<file path="config.mk">
export PLATFORM = sky130hd
export DESIGN_NAME = xor_frame_checksum
export DESIGN_NICKNAME = d
export VERILOG_FILES = /design/src/rtl/xor_frame_checksum.sv
export SDC_FILE = /design/constraint.sdc
export NUM_CORES = 1
export LEC_CHECK = 0
export ABC_AREA = 0
export BUFFER_PORTS_ARGS = -buffer_cell sky130_fd_sc_hd__buf_2
export CAP_MARGIN = 20
export CORE_ASPECT_RATIO = 0.5
export CORE_MARGIN = 2
export CORE_UTILIZATION = 50
export CTS_CLUSTER_DIAMETER = 150
export CTS_CLUSTER_SIZE = 30
export DETAILED_ROUTE_END_ITERATION = 12
export GPL_ROUTABILITY_DRIVEN = 0
export GPL_TIMING_DRIVEN = 0
export PLACE_DENSITY = 0.74
export SLEW_MARGIN = 0
export SYNTH_ARGS = -nofsm -noshare
export SYNTH_HDL_FRONTEND = slang
export SYNTH_SLANG_ARGS = --single-unit
</file>
<file path="constraint.sdc">
create_clock -name clk -period 1.5 [get_ports clk]
set_input_delay 0.075 -clock clk [delete_from_list [all_inputs] [get_ports clk]]
set_output_delay 0.075 -clock clk [all_outputs]
set_load 0.02 [all_outputs]
</file>
<file path="src/rtl/xor_frame_checksum.sv">
// Streaming XOR checksum: folds a valid/ready frame of WIDTH-bit words into one
// checksum with parity, a saturating beat count and an overflow flag. The result is held until the consumer accepts it.
module xor_frame_checksum #(
    parameter  int WIDTH      = 8,
    parameter  int MAX_WORDS  = 16,
    parameter  int ODD_PARITY = 0,
    localparam int CW         = $clog2(MAX_WORDS + 1)
) (
    input  logic             clk,
    input  logic             rst_n,
    input  logic             in_valid,
    output logic             in_ready,
    input  logic [WIDTH-1:0] in_data,
    input  logic             in_last,
    output logic             out_valid,
    input  logic             out_ready,
    output logic [WIDTH-1:0] out_sum,
    output logic             out_parity,
    output logic [CW-1:0]    out_count,
    output logic             out_overflow
);

    typedef enum logic [0:0] {
        ST_ACCUM = 1'b0,
        ST_HOLD  = 1'b1
    } state_t;

    localparam logic [CW-1:0] CNT_MAX = CW'(MAX_WORDS);
    localparam logic          PAR_INV = (ODD_PARITY != 0);

    function automatic logic parity_f(input logic [WIDTH-1:0] value);
        return (^value) ^ PAR_INV;
    endfunction

    state_t              state_r,    state_s;
    logic [WIDTH-1:0]    acc_r,      acc_s;
    logic [CW-1:0]       cnt_r,      cnt_s;
    logic                ovf_r,      ovf_s;
    logic [WIDTH-1:0]    sum_r,      sum_s;
    logic                par_r,      par_s;
    logic [CW-1:0]       ocnt_r,     ocnt_s;
    logic                oovf_r,     oovf_s;

    logic                accept_s;
    logic [WIDTH-1:0]    acc_x_s;
    logic                cnt_sat_s;
    logic [CW-1:0]       cnt_inc_s;
    logic                ovf_inc_s;

    // out_valid is a pure decode of the state register; in_ready must never look at in_valid
    assign out_valid    = (state_r == ST_HOLD);
    assign in_ready     = !out_valid;
    assign out_sum      = sum_r;
    assign out_parity   = par_r;
    assign out_count    = ocnt_r;
    assign out_overflow = oovf_r;

    assign accept_s  = in_valid && in_ready;
    assign acc_x_s   = acc_r ^ in_data;
    assign cnt_sat_s = (cnt_r == CNT_MAX);
    assign cnt_inc_s = cnt_sat_s ? cnt_r : (cnt_r + CW'(1));
    assign ovf_inc_s = ovf_r | cnt_sat_s;

    // Next-state and next-register values for the accumulate/hold FSM
    always_comb begin
        state_s = state_r;
        acc_s   = acc_r;
        cnt_s   = cnt_r;
        ovf_s   = ovf_r;
        sum_s   = sum_r;
        par_s   = par_r;
        ocnt_s  = ocnt_r;
        oovf_s  = oovf_r;
        case (state_r)
            ST_ACCUM: begin
                if (accept_s && in_last) begin
                    sum_s   = acc_x_s;
                    par_s   = parity_f(acc_x_s);
                    ocnt_s  = cnt_inc_s;
                    oovf_s  = ovf_inc_s;
                    acc_s   = {WIDTH{1'b0}};
                    cnt_s   = {CW{1'b0}};
                    ovf_s   = 1'b0;
                    state_s = ST_HOLD;
                end else if (accept_s) begin
                    acc_s = acc_x_s;
                    cnt_s = cnt_inc_s;
                    ovf_s = ovf_inc_s;
                end else begin
                    state_s = ST_ACCUM;
                end
            end
            ST_HOLD: begin
                if (out_ready) begin
                    state_s = ST_ACCUM;
                end else begin
                    state_s = ST_HOLD;
                end
            end
            default: begin
                state_s = ST_ACCUM;
            end
        endcase
    end

    // State and datapath registers; reset discards any partial frame
    always_ff @(posedge clk or negedge rst_n) begin
        if (!rst_n) begin
            state_r <= ST_ACCUM;
            acc_r   <= {WIDTH{1'b0}};
            cnt_r   <= {CW{1'b0}};
            ovf_r   <= 1'b0;
            sum_r   <= {WIDTH{1'b0}};
            par_r   <= 1'b0;
            ocnt_r  <= {CW{1'b0}};
            oovf_r  <= 1'b0;
        end else begin
            state_r <= state_s;
            acc_r   <= acc_s;
            cnt_r   <= cnt_s;
            ovf_r   <= ovf_s;
            sum_r   <= sum_s;
            par_r   <= par_s;
            ocnt_r  <= ocnt_s;
            oovf_r  <= oovf_s;
        end
    end

endmodule

</file>
==> results.json <==
{
  "final.setup.worst_slack_ns": 0.0605,
  "synth_top_area_share_pct": 51.6,
  "pwr-share-seq_pct": 40.9,
  "rr_worst_depth": 6,
  "synth.net_count": 174,
  "max_freq_mhz": 695,
  "status": "completed",
  "postSynthAreaPerCell_um2": 9.15,
  "worst_setup_path_start_kind": "register",
  "first_pass_iters": 4,
  "viasPerCell": 5.20,
  "grt_pass1_vias": 1180,
  "hold_viol": 0,
  "slew-limit-headroom_pct": 56.0,
  "clockPowerShare_pct": 20.9,
  "maxCapViolations": 0,
  "p_leak_nw": 0.838,
  "cts_buffers": 5,
  "path_clk_slew_ns": 0.06,
  "worst_hold_path.num_cells": 2,
  "via_count": 1223,
  "cp_max_fo": 7,
  "synthTopCellsByCount": "dfrtp_1 (30), nand2_1 (28), o21ai_0 (26), xnor2_1 (17), a21oi_1 (13)",
  "htreeDepth": 2,
  "io_buffers": 29,
  "synth-seq-area-share_pct": 51.6,
  "nets": 212,
  "grt_overflow": 0,
  "antenna_found_initial": 0,
  "period_needed_ns": 1.44,
  "hp-class": "input pin to register",
  "syn_to_final_growth_pct": 21.5,
  "synth_ff_type": "dfrtp_1",
  "drt-initial-drc-count": 45,
  "endpoint_kind": "register",
  "synthesis.yosys.warnings": 0,
  "rows": 13,
  "pwr-share-comb_pct": 38.2,
  "p_per_area_nw_per_um2": 1780,
  "fin_crit_sh_pct": 96.0,
  "totalNegativeSetupSlack_ns": 0,
  "drtAntennaViolNets": 0,
  "die_y_um": 42.1,
  "cts_tree": "yes",
  "track_usage_pct": 19.7,
  "synth-edff-count": 0,
  "io-pin-count": 30,
  "ir_drop_v": 0.000991,
  "cts_buffer_depth": 2,
  "synth.cell_area_um2": 1460,
  "synth_area_leaders": "dfrtp_1 (52%), xnor2_1 (10%), o21ai_0 (8.9%)",
  "ys_async_sr_fraction_pct": 100,
  "setup_viol": 0,
  "avgRoutedWirePerCell_um": 12.9,
  "path_class": "register to register",
  "dieWidth_um": 80.3,
  "hpwl_um": 2260,
  "drc": 0,
  "crit_required_ns": 1.69,
  "start_util_pct": 54.2,
  "intPower_mw": 1.95,
  "clk_latency_ns": 0.27,
  "rsz0062_at_grt": "true",
  "dp_slack_ns": 0.0837,
  "finalMaxSlewViolations": 0,
  "layout-drive-gt1-share_pct": 22.7,
  "critPathArrivalTime_ns": 1.63,
  "cts.sinks": 30,
  "ys_types": 19,
  "root_buffer": "clkbuf_8",
  "num_antenna_cells": 0,
  "yosysMostFrequentCell": "dfrtp_1",
  "finalClockSkew_ns": 0.00537,
  "die_area_um2": 3380,
  "p_switching_mw": 1.20,
  "postSynthCellCount": 159,
  "grt_max_degree": 31,
  "tightest_slew_ns": 0.659,
  "fillers": 233,
  "grt_pass1_wl_um": 5030,
  "yosys.area.top_type": "dfrtp_1",
  "p_sw_share_pct": 38.0,
  "routed_wl_um": 3040,
  "yosys_register_bits": 30,
  "core-area_um2": 2680
}
[worst paths after layout]
check                            from           end  slack (ns)
max                          cnt_r[0]      cnt_r[0]        0.06
min                           in_last      cnt_r[2]        0.07
max reg2reg                  cnt_r[0]      cnt_r[0]        0.06
min reg2reg                out_sum[7]    out_sum[7]        0.47
max in group asynchronous       rst_n      acc_r[6]        0.69
min in group asynchronous       rst_n  out_count[2]        0.37
[routing by layer]
| metal | vias up | share of wire [%] | track usage, % |
|---|---|---|---|
| met3 | 4 | 5.2 | 5.82 |
| li1 | 605 | - | - |
| met5 | - | 0 | 0 |
| met4 | 0 | 1.1 | 8.47 |
| met1 | 582 | 45 | 24.4 |
| met2 | 32 | 49 | 32.2 |
[kinds of logic after synthesis]
logic type	after synthesis	share of synthesized area (%)
compound gates	42	14.8
xor+xnor	19	11.4
fa+ha+maj	2	1.72
buf+inv	19	5.24
flops	30	51.6
mux	1	0.774
simple gates	46	14.4
[critical path: stages, from the launching register on]
cell and delay, ns:
dfrtp_1 0.40, inv_1 0.10, ha_1 0.20, nand2_1 0.10, nor3_4 0.07, or4_1 0.39
o21ai_0 0.09
[sequential cells by signal, indices dropped and copies added, names as in the netlist]
signal and count:
acc_r 8, out_sum 8, cnt_r 5, out_count 5
out_overflow 1, out_parity 1, out_valid 1, ovf_r 1
[per-stage QoR]
stage               instance area (um2)  hold WS, ns  instances  utilization [%]  total power, mW
detailed placement                 1650        0.156        225             61.4             2.50
floorplan                          1460       -0.221        159                -             2.14
global placement                   1650        0.145        225             61.4             2.45
finish                             1770       0.0683        235             65.9             3.15
global route                       1770       0.0673        235             65.9             3.38
CTS                                1760       0.0579        235             65.5             3.17
[area by class of cell]
| type | instances | area (um2) | share of cell area, % |
|---|---|---|---|
| clock buffer | 7 | 86.3 | 4.88 |
| timing repair buffer | 31 | 165 | 9.34 |
| buffer | 7 | 36.3 | 2.05 |
| clock inverter | 1 | 5.00 | 0.283 |
| inverter | 12 | 45.0 | 2.55 |
| tap | 37 | 46.3 | 2.62 |
| multi-input combinational | 110 | 633 | 35.8 |
| sequential | 30 | 751 | 42.5 |
[cell usage in the layout (no fill, tap or decap), types with 2 or more instances in the layout]
master         Yosys  final
ha_1               2      2
nor3_1            10     10
nand3_1            4      4
dlygate4sd3_1      0      2
a21oi_1           13     13
inv_1             12     12
clkbuf_2           0      2
buf_2              4     32
clkbuf_8           0      6
xor2_1             2      2
clkbuf_1           3      2
xnor2_1           17     17
nand2_1           28     28
dfrtp_1           30     30
o21ai_0           26     26
[power by group through the flow]
stage	Clock (mW)	Sequential (mW)	Combinational, mW
final	0.659	1.29	1.20
after global routing	0.711	1.32	1.34
after CTS	0.675	1.29	1.21
after detailed placement	0	1.30	1.20
after global placement	0	1.28	1.17
after floorplan	0	1.47	0.672
[timing repair]
item | in CTS | in global routing
endpoints found under the setup margin | 0 | 10
gates resized for setup | 0 | 6
hold buffers | 2 | 0
buffers inserted | 0 | 0
hold endpoints to repair | 31 | 0
(Power assumes the default switching activity.)
